`config.mk`:
```
export PLATFORM = sky130hd
export DESIGN_NAME = gate_bist_ctrl
export DESIGN_NICKNAME = d
export VERILOG_FILES = /design/src/rtl/gate_bist_pkg.sv /design/src/rtl/bist_settle_timer.sv /design/src/rtl/gate_bist_ctrl.sv
export SDC_FILE = /design/constraint.sdc
export NUM_CORES = 1
export LEC_CHECK = 0
export CAP_MARGIN = 5
export CORE_MARGIN = 4
export CORE_UTILIZATION = 30
export DETAILED_ROUTE_END_ITERATION = 16
export PLACE_DENSITY_LB_ADDON = 0.1
export SYNTH_ARGS = -nofsm -noshare
export SYNTH_HDL_FRONTEND = slang
export SYNTH_HIERARCHICAL = 1
export SYNTH_SLANG_ARGS = --single-unit
```
`constraint.sdc`:
```
create_clock -name i_clk -period 2.3 [get_ports i_clk]
set_input_delay 0.46 -clock i_clk [delete_from_list [all_inputs] [get_ports i_clk]]
set_output_delay 0.46 -clock i_clk [all_outputs]
set_load 0.005 [all_outputs]
```
`src/rtl/gate_bist_pkg.sv`:
```
// Shared types and constants for the gate BIST sequencer.
// Truth-table constants use bit i = expected output for input vector i (MSB = first input).
package gate_bist_pkg;

    typedef enum logic [2:0] {
        IDLE  = 3'd0,
        APPLY = 3'd1,
        WAIT  = 3'd2,
        CHECK = 3'd3,
        DONE  = 3'd4
    } bist_state_e;

    // Settle counter width covers SETTLE up to 15.
    localparam int unsigned SETTLE_W = 4;

    localparam logic [3:0] TT_AND  = 4'b1000;
    localparam logic [3:0] TT_OR   = 4'b1110;
    localparam logic [3:0] TT_XOR  = 4'b0110;
    localparam logic [3:0] TT_XNOR = 4'b1001;
    localparam logic [3:0] TT_NAND = 4'b0111;
    localparam logic [3:0] TT_NOR  = 4'b0001;

endpackage

```
`src/rtl/bist_settle_timer.sv`:
```
// Loadable down-counter that times the settle window between driving a vector
// and sampling the gate output.
module bist_settle_timer
    import gate_bist_pkg::*;
#(
    parameter int unsigned SETTLE = 1
) (
    input  logic i_clk,
    input  logic i_rst_n,
    input  logic i_load,
    input  logic i_dec,
    output logic o_expire
);

    localparam logic [SETTLE_W-1:0] LOAD_VAL = SETTLE_W'(SETTLE);

    logic [SETTLE_W-1:0] r_cnt;

    always_ff @(posedge i_clk or negedge i_rst_n) begin
        if (!i_rst_n) begin
            r_cnt <= '0;
        end else if (i_load) begin
            r_cnt <= LOAD_VAL;
        end else if (i_dec && (r_cnt != '0)) begin
            r_cnt <= r_cnt - 1'b1;
        end
    end

    // Expires on the last settle cycle so WAIT lasts exactly SETTLE cycles.
    assign o_expire = (r_cnt <= SETTLE_W'(1));

endmodule

```
`src/rtl/gate_bist_ctrl.sv`:
```
// Self-test sequencer: walks every input vector of a small combinational gate,
// compares its output to a latched truth table and reports count/first failure.
module gate_bist_ctrl
    import gate_bist_pkg::*;
#(
    parameter int unsigned N_IN   = 2,
    parameter int unsigned SETTLE = 1
) (
    input  logic                 i_clk,
    input  logic                 i_rst_n,
    input  logic                 i_start,
    input  logic                 i_abort,
    input  logic [2**N_IN-1:0]   i_truth_tbl,
    output logic [N_IN-1:0]      o_gut_in,
    input  logic                 i_gut_out,
    output logic                 o_busy,
    output logic                 o_done,
    output logic                 o_pass,
    output logic [N_IN:0]        o_err_cnt,
    output logic                 o_fail_vld,
    output logic [N_IN-1:0]      o_fail_vec
);

    localparam logic [N_IN-1:0] LAST_VEC = '1;
    localparam logic [N_IN:0]   ERR_MAX  = {1'b1, {N_IN{1'b0}}};

    bist_state_e         r_state;
    logic [N_IN-1:0]     r_vec;
    logic [2**N_IN-1:0]  r_tt_q;
    logic [N_IN-1:0]     r_gut_in;
    logic                r_busy;
    logic                r_done;
    logic                r_pass;
    logic [N_IN:0]       r_err_cnt;
    logic                r_fail_vld;
    logic [N_IN-1:0]     r_fail_vec;

    logic                w_expire;
    logic                w_mismatch;
    logic [N_IN:0]       w_err_nxt;

    bist_settle_timer #(
        .SETTLE (SETTLE)
    ) u_settle (
        .i_clk    (i_clk),
        .i_rst_n  (i_rst_n),
        .i_load   (r_state == APPLY),
        .i_dec    (r_state == WAIT),
        .o_expire (w_expire)
    );

    assign w_mismatch = (i_gut_out != r_tt_q[r_vec]);
    assign w_err_nxt  = (w_mismatch && (r_err_cnt != ERR_MAX)) ? r_err_cnt + 1'b1 : r_err_cnt;

    always_ff @(posedge i_clk or negedge i_rst_n) begin
        if (!i_rst_n) begin
            r_state    <= IDLE;
            r_vec      <= '0;
            r_tt_q     <= '0;
            r_gut_in   <= '0;
            r_busy     <= 1'b0;
            r_done     <= 1'b0;
            r_pass     <= 1'b0;
            r_err_cnt  <= '0;
            r_fail_vld <= 1'b0;
            r_fail_vec <= '0;
        end else begin
            r_done <= 1'b0;
            if (i_abort && (r_state != IDLE)) begin
                // Partial results and the last driven vector are kept for debug.
                r_state <= IDLE;
                r_busy  <= 1'b0;
                r_pass  <= 1'b0;
            end else begin
                unique case (r_state)
                    IDLE: begin
                        if (i_start && !i_abort) begin
                            r_tt_q     <= i_truth_tbl;
                            r_vec      <= '0;
                            r_err_cnt  <= '0;
                            r_pass     <= 1'b0;
                            r_fail_vld <= 1'b0;
                            r_fail_vec <= '0;
                            r_busy     <= 1'b1;
                            r_state    <= APPLY;
                        end
                    end
                    APPLY: begin
                        r_gut_in <= r_vec;
                        if (SETTLE == 0) r_state <= CHECK;
                        else             r_state <= WAIT;
                    end
                    WAIT: begin
                        if (w_expire) r_state <= CHECK;
                    end
                    CHECK: begin
                        r_err_cnt <= w_err_nxt;
                        if (w_mismatch && !r_fail_vld) begin
                            r_fail_vld <= 1'b1;
                            r_fail_vec <= r_vec;
                        end
                        if (r_vec == LAST_VEC) begin
                            r_busy  <= 1'b0;
                            r_done  <= 1'b1;
                            r_pass  <= (w_err_nxt == '0);
                            r_state <= DONE;
                        end else begin
                            r_vec   <= r_vec + 1'b1;
                            r_state <= APPLY;
                        end
                    end
                    DONE: begin
                        r_state <= IDLE;
                    end
                    default: begin
                        r_state <= IDLE;
                    end
                endcase
            end
        end
    end

    assign o_gut_in   = r_gut_in;
    assign o_busy     = r_busy;
    assign o_done     = r_done;
    assign o_pass     = r_pass;
    assign o_err_cnt  = r_err_cnt;
    assign o_fail_vld = r_fail_vld;
    assign o_fail_vec = r_fail_vec;

endmodule
```
==> impl_metrics.env <==
export IMPL_outcome="finished clean"
export IMPL_vias=947
export IMPL_drv_slew=0
export IMPL_stdcell_count=196
export IMPL_avgSynthCellArea_sq_um=11.1
export IMPL_required_ps=2460
export IMPL_rsz0062_at_grt="false"
export IMPL_cts_clk_slew_worst_paths_ps=90
export IMPL_io_pins=20
export IMPL_grt_pass1_vias=984
export IMPL_antenna_cells=0
export IMPL_dr_pass1_iters=2
export IMPL_netlist_instances=120
export IMPL_postCtsSetupBuffers=0
export IMPL_placementRows=24
export IMPL_final_layout_size_suffix_gt1_frac=0.215
export IMPL_powerDensity_nw_per_um2=929
export IMPL_synth_edf_count=0
export IMPL_cts_sinks=24
export IMPL_cts_buffers=3
export IMPL_endpoint="o_pass$_DFFE_PN0P_"
export IMPL_cp_end_kind="flop"
export IMPL_rrSetupSlack_ps=290
export IMPL_final_util=0.385
export IMPL_start_util=0.309
export IMPL_placed_cells=192
export IMPL_grt_pass1_wl_um=4640
export IMPL_cts_hold_buf=0
export IMPL_fin_crit_ps=2010
export IMPL_wl_um=2680
export IMPL_tns_ps=0
export IMPL_drv_cap=0
export IMPL_grt_max_degree=25
export IMPL_synth_largest_area_cell="dfrtp_1"
export IMPL_synth_area_sq_um=1340
export IMPL_setup_viol=0
export IMPL_crit_reg2reg_launch="r_vec[0]$_DFFE_PN0P_"
export IMPL_fmaxAchievable_mhz=499
export IMPL_worstHoldPathType="flop to flop"
export IMPL_cp_arrival_ps=2160
export IMPL_whs_ps=505
export IMPL_finalWorstSetupSlack_ps=295
export IMPL_critPathMaxFanout=4
export IMPL_synth_net_count=135
export IMPL_fillers=443
export IMPL_path_cells="mux4_2 > xnor2_2 > a21oi_2 > mux2_4 > a32o_1"
export IMPL_startpoint_type="flop"
export IMPL_path_class="flop to flop"
export IMPL_tightest_slew_ps=469
export IMPL_dp_hpwl_um=2020
export IMPL_ctsResizeCount=0
export IMPL_synth_top_area_frac=0.449
export IMPL_synthFlopType="dfrtp_1"
export IMPL_ir_worst_vdd_mv=0.381
export IMPL_die_w_um=74.7
export IMPL_clk_path_buf_depth=2
export IMPL_insertion_delay_ps=260
export IMPL_slowest_stage="mux4_2"
export IMPL_async_flop_share=1.00
export IMPL_r2r_worst_path_cells=5
export IMPL_layout_nets=160
export IMPL_htreeDepth=1
export IMPL_core_area_sq_um=4320
export IMPL_crit_start="r_vec[0]$_DFFE_PN0P_"
export IMPL_antenna_found_initial=0
export IMPL_leakagePower_uw=0.000710
export IMPL_initialDrtViolationCount=58
export IMPL_max_slew_margin=0.686
export IMPL_grt_use_total=0.108
export IMPL_die_height_um=74.7
export IMPL_preCtsSetupSlack_ps=57.1
export IMPL_viasPerCell=4.83
export IMPL_clockRootBuffer="clkbuf_8"
export IMPL_cts_tree="built"
export IMPL_port_buffers=19
export IMPL_worst_clock_skew_ps=2.54
export IMPL_period_share=0.872
export IMPL_drc=0
export IMPL_max_stage_delay_ps=540
export IMPL_ys_ff_latch=24
export IMPL_hold_viol_final=0
export IMPL_gr_total_overflow=0
export IMPL_syn_to_final_growth_pct=24.4
export IMPL_synth_area_leaders="dfrtp_1 45%, mux2_2 6.7%, ha_1 5.6%, nor2_1 4.5%, a32o_1 3.0%"
export IMPL_wl_per_cell_um=13.7
export IMPL_synth_distinct_cells=40
export IMPL_ant_nets=0
export IMPL_yosys_warnings=6
export IMPL_ys_seq_area_frac=0.449
export IMPL_die_area_sq_um=5590
export IMPL_gp_congestion=0.734
export IMPL_r2r_end="o_pass$_DFFE_PN0P_"
-- synth_stat cells, types with 2 or more instances --
library cell and n:
xnor2_1 2, a2bb2oi_1 2, nand2b_1 3, a22o_1 2, nor3_1 3, inv_1 6, a21oi_2 2, nand2_1 4
clkbuf_1 2, nor2_1 16, o21ai_0 4, buf_2 2, mux2i_1 4, o21a_1 3, mux2_2 8, dfrtp_1 24
and2b_2 2, ha_1 6, a32o_1 4
-- worst max-delay path, delay by kind of cell, from the launching register on --
family,cells,cell delay (ps)
AOI/OAI and AO/OA,2,460
xor gates and xnor gates,1,180
muxes,2,860
DFF,1,400
-- logic make-up (layout without fill, tap and decap cells) --
| kind of cell | Yosys count | count (layout) | share of synthesized area |
|---|---|---|---|
| XOR/XNOR | 4 | 4 | 0.0318 |
| multiplexers | 14 | 14 | 0.125 |
| adder cells (fa/ha/maj) | 6 | 6 | 0.0562 |
| AND/OR/NAND/NOR | 34 | 34 | 0.130 |
| buffers and inverters | 11 | 35 | 0.0384 |
| flip-flops | 24 | 24 | 0.449 |
| AO/OA/AOI/OAI | 27 | 27 | 0.169 |
-- metrics by stage --
step,power (uW),area [sq um]
final,1540,1660
after global routing,1670,1660
after CTS,1570,1660
after detailed placement,1270,1610
after global placement,1270,1610
after floorplan,1090,1340
-- layout by cell type, fill, tap and decap left out, drive strengths merged --
cell | Yosys | final
o21a | 3 | 3
dfrtp | 24 | 24
buf | 3 | 6
or4b | 1 | 1
nor2 | 16 | 16
a211o | 1 | 1
a2bb2oi | 2 | 2
o31ai | 1 | 1
a32o | 4 | 4
mux4 | 1 | 1
ha | 6 | 6
xnor2 | 3 | 3
a31oi | 1 | 1
nand2b | 3 | 3
and2b | 2 | 2
a21oi | 3 | 3
clkdlybuf4s50 | 0 | 19
o21ai | 4 | 4
nor3b | 1 | 1
a21boi | 1 | 1
nand2 | 5 | 5
clkbuf | 2 | 4
nand3b | 1 | 1
mux2 | 9 | 9
or2 | 2 | 2
a22o | 3 | 3
xor2 | 1 | 1
mux2i | 4 | 4
a31o | 1 | 1
inv | 6 | 6
o22a | 1 | 1
a211oi | 2 | 2
nor3 | 3 | 3
-- how the worst min path moves through the flow --
stage,cells past startpoint,endpoint,slack (ps),from
4_1_cts,1,o_pass$_DFFE_PN0P_,510,o_pass$_DFFE_PN0P_
5_1_grt,1,o_fail_vec[0]$_DFFE_PN0P_,530,o_fail_vec[0]$_DFFE_PN0P_
3_5_place_dp,1,o_pass$_DFFE_PN0P_,490,o_pass$_DFFE_PN0P_
3_3_place_gp,1,o_pass$_DFFE_PN0P_,480,o_pass$_DFFE_PN0P_
6_report,1,o_pass$_DFFE_PN0P_,510,o_pass$_DFFE_PN0P_
2_1_floorplan,0,o_busy$_DFFE_PN0P_,160,i_rst_n
-- state kept, by name, indices dropped and copies added, names as in the netlist --
register,cells
o_pass,1
r_state,3
o_err_cnt,3
o_done,1
o_gut_in,2
o_fail_vld,1
r_vec,2
u_settle/r_cnt,4
o_busy,1
r_tt_q,4
o_fail_vec,2
-- cell type report --
class	count	area, sq um	share of cell area
Tap cell	52	65.1	0.0391
Inverter	6	22.5	0.0135
Clock buffer	4	55.1	0.0331
Sequential cell	24	601	0.361
Multi-Input combinational cell	85	684	0.412
Timing Repair Buffer	25	235	0.141
-- routing by layer --
layer | GRT usage | share of wire | vias to the layer above
li1 | - | - | 475
met1 | 0.153 | 0.51 | 456
met2 | 0.161 | 0.44 | 14
met3 | 0.0240 | 0.038 | 2
met4 | 0.0415 | 0.0086 | 0
met5 | 0 | 0 | -
-- power by group --
group	switching, uW	internal [uW]	leakage (uW)
clock network	137	153	0.0000288
registers	93.4	532	0.000316
logic	275	355	0.000366
total	505	1040	0.000710
Power figures use the tool's default switching activity.
